## src/rtl/cpu_types_pkg.sv

```systemverilog
// Shared CPU-wide datapath types.
package cpu_types_pkg;

  typedef logic [31:0] word_t;

endpackage

```

## src/rtl/fetch_pkg.sv

```systemverilog
// Fetch-stage FSM encoding and PC stepping constants.
package fetch_pkg;
  import cpu_types_pkg::*;

  typedef enum logic [1:0] {
    FETCH,
    EXEC,
    HALTED
  } fetch_state_t;

  localparam int unsigned PC_STEP    = 4;
  // Clears the byte-offset bits so every PC stays word aligned.
  localparam word_t       ALIGN_MASK = ~word_t'(PC_STEP - 1);

endpackage

```

## src/rtl/pc_reg.sv

```systemverilog
// Program counter register: asynchronous active-low reset to PC_INIT, loads on enable.
module pc_reg
  import cpu_types_pkg::*;
#(
  parameter word_t PC_INIT = 32'h0000_0000
) (
  input  logic  clk_i,
  input  logic  rst_ni,
  input  logic  en_i,
  input  word_t pc_d_i,
  output word_t pc_o
);

  word_t pc_q;

  always_ff @(posedge clk_i or negedge rst_ni) begin
    if (!rst_ni) begin
      pc_q <= PC_INIT;
    end else if (en_i) begin
      pc_q <= pc_d_i;
    end
  end

  assign pc_o = pc_q;

endmodule

```

## src/rtl/fetch_unit.sv

```systemverilog
// Instruction-fetch front end: requests words from the icache, holds each one for
// decode, then advances the PC sequentially, to a branch target, or stops on HALT.
module fetch_unit
  import cpu_types_pkg::*;
  import fetch_pkg::*;
#(
  parameter word_t PC_INIT = 32'h0000_0000
) (
  input  logic  CLK,
  input  logic  nRST,
  input  logic  ihit,
  input  word_t iload,
  input  logic  stall,
  input  logic  halt,
  input  logic  pc_src,
  input  word_t branch_target,
  output logic  icuREN,
  output word_t iaddr,
  output word_t instr,
  output logic  instr_valid,
  output word_t pc,
  output word_t npc,
  output logic  halted
);

  fetch_state_t state_q, state_d;
  word_t        instr_q, instr_d;
  logic         valid_q, valid_d;
  logic         halted_q, halted_d;
  logic         pc_en;
  word_t        pc_next;

  pc_reg #(
    .PC_INIT(PC_INIT)
  ) u_pc_reg (
    .clk_i (CLK),
    .rst_ni(nRST),
    .en_i  (pc_en),
    .pc_d_i(pc_next),
    .pc_o  (pc)
  );

  assign npc = pc + word_t'(PC_STEP);

  always_ff @(posedge CLK or negedge nRST) begin
    if (!nRST) begin
      state_q  <= FETCH;
      instr_q  <= '0;
      valid_q  <= 1'b0;
      halted_q <= 1'b0;
    end else begin
      state_q  <= state_d;
      instr_q  <= instr_d;
      valid_q  <= valid_d;
      halted_q <= halted_d;
    end
  end

  always_comb begin
    state_d  = state_q;
    instr_d  = instr_q;
    valid_d  = valid_q;
    halted_d = halted_q;
    pc_en    = 1'b0;
    pc_next  = npc;
    case (state_q)
      FETCH: begin
        if (ihit) begin
          instr_d = iload;
          valid_d = 1'b1;
          state_d = EXEC;
        end
      end
      EXEC: begin
        // halt outranks pc_src; both are only honoured once the datapath is free.
        if (!stall) begin
          valid_d = 1'b0;
          if (halt) begin
            halted_d = 1'b1;
            state_d  = HALTED;
          end else begin
            pc_en   = 1'b1;
            pc_next = pc_src ? (branch_target & ALIGN_MASK) : npc;
            state_d = FETCH;
          end
        end
      end
      HALTED: begin
        halted_d = 1'b1;
      end
      default: begin
        state_d = FETCH;
      end
    endcase
  end

  assign icuREN      = (state_q == FETCH);
  assign iaddr       = pc;
  assign instr       = instr_q;
  assign instr_valid = valid_q;
  assign halted      = halted_q;

endmodule

```

## config.mk

```make
export PLATFORM = sky130hd
export DESIGN_NAME = fetch_unit
export DESIGN_NICKNAME = d
export VERILOG_FILES = /design/src/rtl/cpu_types_pkg.sv /design/src/rtl/fetch_pkg.sv /design/src/rtl/pc_reg.sv /design/src/rtl/fetch_unit.sv
export SDC_FILE = /design/constraint.sdc
export NUM_CORES = 1
export LEC_CHECK = 0
export ABC_CLOCK_PERIOD_IN_PS = 3900
export CAP_MARGIN = 20
export CELL_PAD_IN_SITES_DETAIL_PLACEMENT = 0
export CELL_PAD_IN_SITES_GLOBAL_PLACEMENT = 2
export CORE_MARGIN = 2
export CORE_UTILIZATION = 25
export CTS_CLUSTER_DIAMETER = 80
export CTS_CLUSTER_SIZE = 28
export DETAILED_ROUTE_END_ITERATION = 10
export PLACE_DENSITY = 0.92
export SYNTH_ARGS = -nofsm -noshare
export SYNTH_HDL_FRONTEND = slang
export SYNTH_SLANG_ARGS = --single-unit
```

## constraint.sdc

```tcl
create_clock -name CLK -period 3.9 [get_ports CLK]
set_input_delay 0.78 -clock CLK [delete_from_list [all_inputs] [get_ports CLK]]
set_output_delay 0.78 -clock CLK [all_outputs]
set_load 0.05 [all_outputs]
```

After elaboration in Yosys (flattened, before gate mapping) --
Index checks and enable logic that the tools add are counted.
Storage, ports and cells: bits in registers 68, output and inout bits 131, logic and storage cells 36
Operators by class: add/subtract/negate cells 1, equal/unequal tests 5, muxes and demuxes 17, bitwise gates (word level) 1, reductions and logical operators 7
Operator list (number):
- $mux 32 | 4
- $add 32x3->32 const B | 1
- $reduce_and 3->1 | 3
- $mux 1 | 7
- $mux 2 | 3
- $ne 2x2->1 const B | 3
- $pmux 2 s3 | 1
- $pmux 1 s2 | 2
- $reduce_bool 2->1 | 2
- $eq 2x1->1 const B | 1
- $eq 2x2->1 const B | 1
- $logic_not 2->1 | 1
- $reduce_and 2->1 | 1
- $not 1->1 | 1

Depth between registers and ports, before layout --
depth in word-level cells 5, mapped depth 6, mapped depth without buffers 5

Cells and area by module --
From an unflattened synthesis, not the netlist that was laid out.
Second synthesis, totals: cell total of the unflattened synthesis 363, area total of the unflattened synthesis 4023.9 sq um
By module, submodules not included:
- fetch_unit | times used 1, cells each 295, area an instance 2678.8 sq um
- pc_reg | times used 1, cells each 68, area an instance 1345.0 sq um

Worst setup path after synthesis --
OpenSTA, ideal clock, no wires.
path kind register to output, from register u_pc_reg.pc_q[16], in the netlist u_pc_reg.pc_o[16], to output port npc[23], arrival 2.817 ns, data required time 3.120 ns, slack 0.303 ns, stages on the path, launching flop included 6, buffers on the path 1, cells stage by stage dfrtp_1 -> buf_2 -> nand4_2 -> or4_1 -> or3_4 -> xnor2_1
Between the ends: cells in the longest elaborated chain, start to end 1
RTL lines:
- start, declared | line pc_reg.sv:14 | word_t pc_q;
- start signal, assigned | line pc_reg.sv:20 | pc_q <= pc_d_i;
- $add 32x3->32 | line fetch_unit.sv:43 | assign npc = pc + word_t'(PC_STEP);
- end, declared | line fetch_unit.sv:22 | output word_t npc,
Every way passes these cells.

Worst setup path in the final report --
from register u_pc_reg.pc_q[2], in the netlist u_pc_reg.pc_o[2], to output port npc[14]
Same word-level chain as after synthesis.

==> flow_summary.json <==
{
  "outcome": "complete, no violations",
  "fmax_mhz": 280.1,
  "pwr-share-comb_pct": 61.6,
  "tritoncts": "yes",
  "setup_tns_ns": 0,
  "first_pass_iters": 4,
  "max_slew_margin_pct": 50.63,
  "hold_class": "flop to flop",
  "holdPathStages": 1,
  "cp-end-kind": "primary output",
  "worstSkewPairLatency_ns": 0.34,
  "hpwlAfterDp_um": 10030,
  "fill_cells": 1576,
  "die_area_mm2": 0.01771,
  "die_height_um": 133.1,
  "avgSynthCellArea_um2": 9.342,
  "p_int_mw": 2.758,
  "irDropWorstVdd_mv": 0.4383,
  "num_rows": 47,
  "grt_usage_pct": 15.75,
  "fin_nets": 668,
  "seqPwrFrac_pct": 22.6,
  "num_vias": 3982,
  "yosysSeqAreaShare_pct": 39.64,
  "wl_met1_um": 5991,
  "syn2layout_area_growth_pct": 55.26,
  "ios": 201,
  "die_w_um": 133.1,
  "timing.final.crit_share_pct": 91.54,
  "async_flop_share_pct": 100.0,
  "worstPathRequired_ns": 3.12,
  "drive_gt1_share_pct": 13.95,
  "synth_area_mm2": 0.004166,
  "critPathArrivalTime_ns": 2.79,
  "reg2regPathDepth": 4,
  "ant_nets": 0,
  "clock_tree.buffer_depth": 2,
  "routed_wl_um": 13970,
  "switching_power_mw": 2.910,
  "place_ws_ns": 0.6715,
  "core-area_mm2": 0.01641,
  "period_needed_ns": 3.570,
  "cts.clk_slew.worst_paths_ns": 0.06,
  "ys_seq_elements": 66,
  "worstMarginPinSlew_ns": 0.7405,
  "rsz0062_at_grt": "no",
  "hold_violations": 0,
  "cts_hold_buf": 0,
  "wl_per_cell_um": 17.00,
  "gp_congestion": 0.7617,
  "htree_levels": 3,
  "cts_buffers": 9,
  "final_max_slew_viol_count": 0,
  "cts_resized": 0,
  "post_cts_buffers": 0,
  "grt_pass1_wl_um": 21870,
  "leakage_nw": 2.563,
  "antenna_found_initial": 0,
  "final_common_cell": "clkdlybuf4s50_1",
  "top_layer_used": "met4",
  "synth_edf_count": 0,
  "critPathMaxFanout": 8,
  "synth-main-ff-cell": "dfrtp_1",
  "vias_per_cell": 4.844,
  "io_buffers": 192,
  "met2WireLength_um": 6509,
  "drtIter0Drc": 149,
  "max_cap_viol_count": 0,
  "clockPowerShare_pct": 15.8,
  "startpoint_type": "flop",
  "final_cell_mix": "174 x clkdlybuf4s50_1, 66 x dfrtp_1, 31 x nand3_1",
  "root_buffer": "clkbuf_16",
  "power_density_mw_per_mm2": 876.2,
  "grt_max_degree": 52,
  "initial_core_util_pct": 25.39,
  "ys_warn_count": 0,
  "finalSetupViolCount": 0,
  "antenna-diode-count": 0,
  "overflow": 0,
  "critPathKind": "flop to primary output",
  "switching_share_pct": 51.34,
  "cts.sinks": 66,
  "synth_cell_types": 54,
  "met3_length_um": 1237,
  "final_util_pct": 39.43,
  "grt_pass1_vias": 3964,
  "remaining_drc_errors": 0,
  "layout_setup_ws_ns": 0.3299,
  "skew_ns": 0.007069,
  "synth_cells": 446
}
-- through the flow --
step                total power [mW]  std cells  hold WS [ns]  area (um^2)
floorplan                      3.691        451        0.4844         4185
global placement               4.759        806        0.4557         6140
detailed placement             4.808        806        0.4581         6140
CTS                            5.727        822        0.4714         6469
global route                   5.920        822        0.4924         6469
finish                         5.668        822        0.4690         6469
-- power by group through the flow --
stage,clock network [mW],logic [mW],registers (mW)
finish,0.895,3.49,1.28
detailed placement,0,3.51,1.29
global route,0.945,3.64,1.33
global placement,0,3.49,1.27
floorplan,0,1.59,2.10
CTS,0.922,3.52,1.28
-- final timing paths --
path | from | to | slack (ns)
max | u_pc_reg.pc_o[2] | npc[14] | 0.33
min | halted | halted | 0.47
max reg2reg | u_pc_reg.pc_o[10] | u_pc_reg.pc_o[23] | 1.76
min reg2reg | halted | halted | 0.47
max in group asynchronous | nRST | instr[20] | 2.42
min in group asynchronous | nRST | instr[17] | 0.51
-- synth_stat cells, types with 12 or more instances --
cell | number | area (um^2)
a21oi_1 | 16 | 80.08
o211ai_1 | 12 | 90.09
nor2_1 | 21 | 78.83
clkbuf_1 | 18 | 67.56
nand3_1 | 31 | 155.2
o21ai_0 | 17 | 85.08
nand2_1 | 25 | 93.84
buf_4 | 36 | 270.3
inv_1 | 13 | 48.80
and3_1 | 15 | 93.84
xnor2_1 | 23 | 201.4
nor3_1 | 15 | 75.07
mux2_2 | 30 | 337.8
dfrtp_1 | 66 | 1652
-- sequential cells by signal (all words and copies together), names as in the netlist --
name           flops
halted             1
instr             32
instr_valid        1
state_q            2
u_pc_reg.pc_o     30
-- per-layer routing --
layer / global-route usage, % / vias up
met5: 0 / -
met2: 25.53 / 187
met1: 20.03 / 1912
li1: - / 1868
met3: 4.490 / 15
met4: 5.910 / 0
-- critical path: stages (launching register included) --
cell             delay, ns
dfrtp_1               0.47
ha_1                  0.22
nand4_1               0.17
nor2_1                0.33
nand4_1               0.20
xnor2_1               0.19
clkdlybuf4s50_1       0.88
-- logic make-up (layout without fill, tap and decap cells) --
| logic type | after synthesis | count (layout) | synth area share, % |
|---|---|---|---|
| compound gates | 79 | 79 | 12.82 |
| xor+xnor | 28 | 28 | 5.886 |
| fa+ha+maj | 1 | 1 | 0.3003 |
| buf+inv | 83 | 234 | 11.92 |
| flops | 66 | 66 | 39.64 |
| mux | 34 | 34 | 9.129 |
| other cells | 1 | 6 | 0.09000 |
| simple gates | 154 | 154 | 20.21 |
-- area by class of cell --
type	count	area (um^2)	area share, %
flip-flops and latches	66	1652	25.53
multi-input cells	302	2057	31.80
clock buffers	10	239.0	3.694
clock inverters	6	90.09	1.393
well taps	220	275.3	4.255
repair buffers	205	2107	32.57
inverters	13	48.80	0.7544
Note: power is estimated with default switching activity, not from simulation.
==> edit 1, RTL diff (config.mk and constraints unchanged) <==
Add an input register stage for `branch_target`; this delays it by one clock. The other inputs are not delayed to match.
--- a/src/rtl/fetch_unit.sv
+++ b/src/rtl/fetch_unit.sv
@@ -24,2 +24,8 @@
 );
+
+  word_t branch_target_q;
+
+  always_ff @(posedge CLK) begin
+    branch_target_q <= branch_target;
+  end
 
@@ -82,3 +88,3 @@
             pc_en   = 1'b1;
-            pc_next = pc_src ? (branch_target & ALIGN_MASK) : npc;
+            pc_next = pc_src ? (branch_target_q & ALIGN_MASK) : npc;
             state_d = FETCH;
Behaviour: not the same (Yosys sat finds a counterexample within 4 cycles, from zero or initial values and one cycle with nRST low).
==> edit 1 against the unedited design <==
- first-iteration DRC count grew 87%
- worst setup slack worse by 120 ps
- via count shrank 0.90%
- die area up 11%
- final area grew 6.4%
- fmax fell by 3.3%
- wire length decreased by 3.6%
- sequential share of layout area increased by 7.2 points
- worst hold slack worse by 20 ps
- total power rose by 15%
- synthesized area up 12%
- sequential cell count increased by 30
- utilization fell by 1.4 points
- critical endpoint is now npc[12]
- largest power group unchanged
==> edit 1: results (changes against the unedited design) <==
- Max incr delay on CP: 840 ps (-40 ps)
- Yosys cell types: 57 (+5.6%)
- Sequential cell area fraction in the yosys report: 0.484 (+0.0876)
- Highest fanout seen on the critical path: 7 (-1)
- Status: completed
- Adder-cell area share of the yosys netlist: 0.00269 (-0.000314)
- Fraction of registers with async set/reset: 0.688 (-0.313)
- Final Wtd Congestion: 0.757 (-0.62%)
- Leakage power: 2.70 nW (+5.5%)
- Worst setup slack before clock tree synthesis: 523 ps (-149 ps)
- Post-synthesis compound-gate area fraction: 0.125 (-0.00346)
- Placement Cell Area: 0.00651 mm² (+6.0%)
- Fraction of the cycle the final worst path needs: 0.946 (+0.0309)
- Cell total after placement: 817 (+1.4%)
- Area share of xor/xnor cells in the synthesized design: 0.0527 (-0.00616)
- Number of nets in the finished design: 670 (+0.30%)
- M3 GR Usage: 0.0397 (-0.00524)
- Leading post-synthesis cells by instance count: 66 x sky130_fd_sc_hd__dfrtp_1, 36 x sky130_fd_sc_hd__buf_4, 30 x sky130_fd_sc_hd__dfxtp_1, 30 x sky130_fd_sc_hd__mux2_2, 21 x sky130_fd_sc_hd__nand3_1
- Avg WL per Cell: 16.2 µm (-4.9%)
- Length of routed wiring on met1: 5.95 mm (-0.73%)
- Largest vdd supply drop: 0.467 mV (+6.6%)
- Global routing usage summed across all routing layers: 0.136 (-0.0213)
- Top cells by area in the synthesized netlist: sky130_fd_sc_hd__dfrtp_1 35%, sky130_fd_sc_hd__dfxtp_1 13%, sky130_fd_sc_hd__mux2_2 7.3%
- Vias in the first global route: 3868 (-2.4%)
- First-pass GRT wire length: 21.2 mm (-2.9%)
- Data arrival time of the critical path: 2910 ps (+120 ps)
- Number of setup buffers added after CTS: 0 (unchanged)
- Routed via count divided by cell count: 4.74 (-2.2%)
- Number of antenna violations at the first check in global routing: 0 (unchanged)
- Maximum number of pins on one net before global-route repair: 67 (+29%)
- Met2 track utilization from global routing: 0.223 (-0.0327)
- Routing usage on met1: 0.177 (-0.0229)
- Critical Path Slowest Stage Cell: sky130_fd_sc_hd__clkdlybuf4s50_1
- Routed Wire Length: 13.5 mm (-3.6%)
- Post-synthesis cell count: 453 (+1.6%)
- Setup slack of the most critical reg-to-reg path: 1560 ps (-200 ps)
- Metal2 WL: 6.43 mm (-1.2%)
- Multiplexer share of the synthesized area: 0.0817 (-0.00955)
- Sum of met3 wire segment lengths after detailed routing: 928 µm (-25%)
- Worst clock skew: 6.93 ps (-0.144 ps)
- DR iter-0 viols: 279 (+87%)
- Proportion of layout cells with a drive suffix above 1: 0.121 (-0.0187)
edit 1: kinds of logic (layout without fill, tap and decap cells):
group | Yosys count | after routing
AOI/OAI and AO/OA | 85 | 85
xor gates and xnor gates | 28 | 28
adders and majority gates | 1 | 1
buffers and inverters | 82 | 228
DFF | 96 | 96
muxes | 34 | 34
other | 1 | 6
and+or+nand+nor | 126 | 126
edit 1: repair_timing:
item                       in CTS  in global routing
hold buffers                    0                  0
setup endpoints to repair       0                  1
gates resized for setup         0                  1
edit 1: power breakdown:
group	leakage [nW]	switching, mW	total (mW)	internal, mW
sequential	0.998	0.382	1.68	1.30
combinational	1.53	2.49	3.78	1.29
clock	0.172	0.387	1.08	0.692
total	2.70	3.25	6.53	3.28
edit 1: cell type report:
class / instances / area [µm²]
timing repair buffer: 200 / 1950
sequential: 96 / 2250
tap: 229 / 287
clock inverter: 7 / 144
multi-input combinational: 280 / 1970
clock buffer: 9 / 225
fill: 1773 / 11200
inverter: 12 / 45.0
edit 1: worst paths after layout:
kind,from,endpoint,cells after the start
worst max-delay path,u_pc_reg.pc_o[2],npc[12],5
worst min-delay path,branch_target_q[2],u_pc_reg.pc_o[2],2
worst max register to register,u_pc_reg.pc_o[2],u_pc_reg.pc_o[24],5
worst min register to register,branch_target_q[2],u_pc_reg.pc_o[2],2
max in group asynchronous,nRST,instr[30],1
min in group asynchronous,nRST,u_pc_reg.pc_o[22],1
edit 1: worst reg2reg max path: cells and delay by family, from the launching register on:
family,cells,cell delay [ps]
AOI/OAI and AO/OA,1,300
DFF,1,500
and+or+nand+nor,3,1080
adders and majority gates,1,340
edit 1: per-stage QoR:
stage          utilization  hold slack, ps
6_report             0.380             449
5_1_grt              0.380             479
4_1_cts              0.380             452
3_5_place_dp         0.360             446
3_3_place_gp         0.360             445
2_1_floorplan            -             431
==> edit 2, RTL diff (same flow settings) <==
Without the edit above. The 3 states of `fetch_state_t` get a one-hot encoding in 3 bits.
--- a/src/rtl/fetch_pkg.sv
+++ b/src/rtl/fetch_pkg.sv
@@ -4,6 +4,6 @@
 
-  typedef enum logic [1:0] {
-    FETCH,
-    EXEC,
-    HALTED
+  typedef enum logic [2:0] {
+    FETCH  = 3'b001,
+    EXEC   = 3'b010,
+    HALTED = 3'b100
   } fetch_state_t;
Formal check against the unedited RTL: no difference found for any inputs over 4 cycles, from zero or initial values and one cycle with nRST low; so few cycles prove little.
==> edit 2 against the unedited design <==
- global-route usage increased by 0.70 points
- final area decreased by 0.95%
- total power decreased by 1.6%
- synthesized area increased by 1.7%
- clock skew increased by 1.3 ps
- synthesized cell count increased by 2.9%
- cell count increased by 1.6%
- non-clock buffer count increased by 1
- worst setup slack got worse by 190 ps
- wire length increased by 4.8%
- largest cell class is now multi-input gates
- sequential cell count increased by 1
- first-iteration DRC count increased by 44%
- die area increased by 1.6%
==> edit 2: results (changes against the unedited design) <==
- Total number of multi-input combinational cells: 315 (+4.3%)
- Slew of the pin with the lowest slew margin: 929 ps (+188 ps)
- Largest vdd supply drop: 0.539 mV (+23%)
- Global routing usage summed across all routing layers: 0.165 (+0.00702)
- Length of routed wiring on met1: 6.28 mm (+4.9%)
- Sum of met3 wire segment lengths after detailed routing: 895 µm (-28%)
- Met2 track utilization from global routing: 0.276 (+0.0208)
- Area taken by flip-flops and latches: 0.00168 mm² (+1.6%)
- Data arrival time of the critical path: 2980 ps (+190 ps)
- Worst setup slack before clock tree synthesis: 423 ps (-249 ps)
- Routed Wire Length: 14.6 mm (+4.8%)
- Yosys cell types: 57 (+5.6%)
- DR iter-0 viols: 215 (+44%)
- Proportion of layout cells with a drive suffix above 1: 0.127 (-0.0127)
- Fillcell total: 1680 (+6.6%)
- Max incr delay on CP: 820 ps (-60 ps)
- Category of cells accounting for the largest share of critical-path delay: simple AND/OR/NAND/NOR gates
- Clock network fraction of total power: 0.150 (-0.008)
- Area of combinational cells with multiple inputs: 0.00210 mm² (+2.2%)
- Number of nets in the finished design: 681 (+1.9%)
- Clock buf count: 9 (-1)
- Metal2 WL: 7.25 mm (+11%)
- Status: completed
- Mean instance size in the synthesized netlist: 9.23 µm² (-1.2%)
- Inverters: 11 (-2)
- Leakage power: 2.46 nW (-4.0%)
- First-pass GRT wire length: 23.2 mm (+6.1%)
- Top cells by area in the synthesized netlist: sky130_fd_sc_hd__dfrtp_1 39%, sky130_fd_sc_hd__mux2_2 8.5%, sky130_fd_sc_hd__buf_4 6.4%
- Post-route non-filler standard cell count: 835 (+1.6%)
- Total half-perimeter wirelength after legalization and detailed placement: 10.6 mm (+6.0%)
- Worst clock skew: 8.33 ps (+1.26 ps)
[edit 2: changes by cell type in the layout (fill, tap and decap cells not counted), moves of 7 or more]
| cell | before | now |
|---|---|---|
| sky130_fd_sc_hd__nand3_1 | 31 | 15 |
| sky130_fd_sc_hd__o21ai_0 | 17 | 31 |
| sky130_fd_sc_hd__buf_12 | 11 | 0 |
| sky130_fd_sc_hd__and3_1 | 15 | 5 |
| sky130_fd_sc_hd__o22ai_1 | 0 | 10 |
| sky130_fd_sc_hd__o211ai_1 | 12 | 3 |
| sky130_fd_sc_hd__or4_1 | 1 | 10 |
| sky130_fd_sc_hd__clkdlybuf4s50_1 | 174 | 182 |
| sky130_fd_sc_hd__nand4_1 | 8 | 15 |
| sky130_fd_sc_hd__nor4_1 | 3 | 10 |
[edit 2: through the flow]
| step | setup TNS (ps) | instance area (µm²) |
|---|---|---|
| global placement | 0 | 6100 |
| detailed placement | 0 | 6100 |
| global route | -80.6 | 6410 |
| CTS | 0 | 6400 |
| finish | 0 | 6410 |
| floorplan | 0 | 4260 |
[edit 2: worst paths after layout]
kind,from,endpoint,slack (ps),cells past startpoint
min in group asynchronous,nRST,u_pc_reg.pc_o[12],580,1
worst max register to register,state_q[1],u_pc_reg.pc_o[22],1530,4
worst max-delay path,u_pc_reg.pc_o[4],npc[29],140,5
max in group asynchronous,nRST,instr[7],2720,1
worst min-delay path,halted,halted,490,1
worst min register to register,halted,halted,490,1
[edit 2: cells by family after synthesis]
group	share of synthesized area
compound gates	0.137
xor+xnor	0.0538
buf+inv	0.113
other cells	0.000885
simple gates	0.209
fa+ha+maj	0.00295
mux	0.0874
flops	0.396
[edit 2: what timing repair did]
item                                    in CTS  in global routing
resized for setup                            0                  2
setup buffers                                0                  0
hold buffers                                 0                  0
endpoints found under the setup margin       0                  4
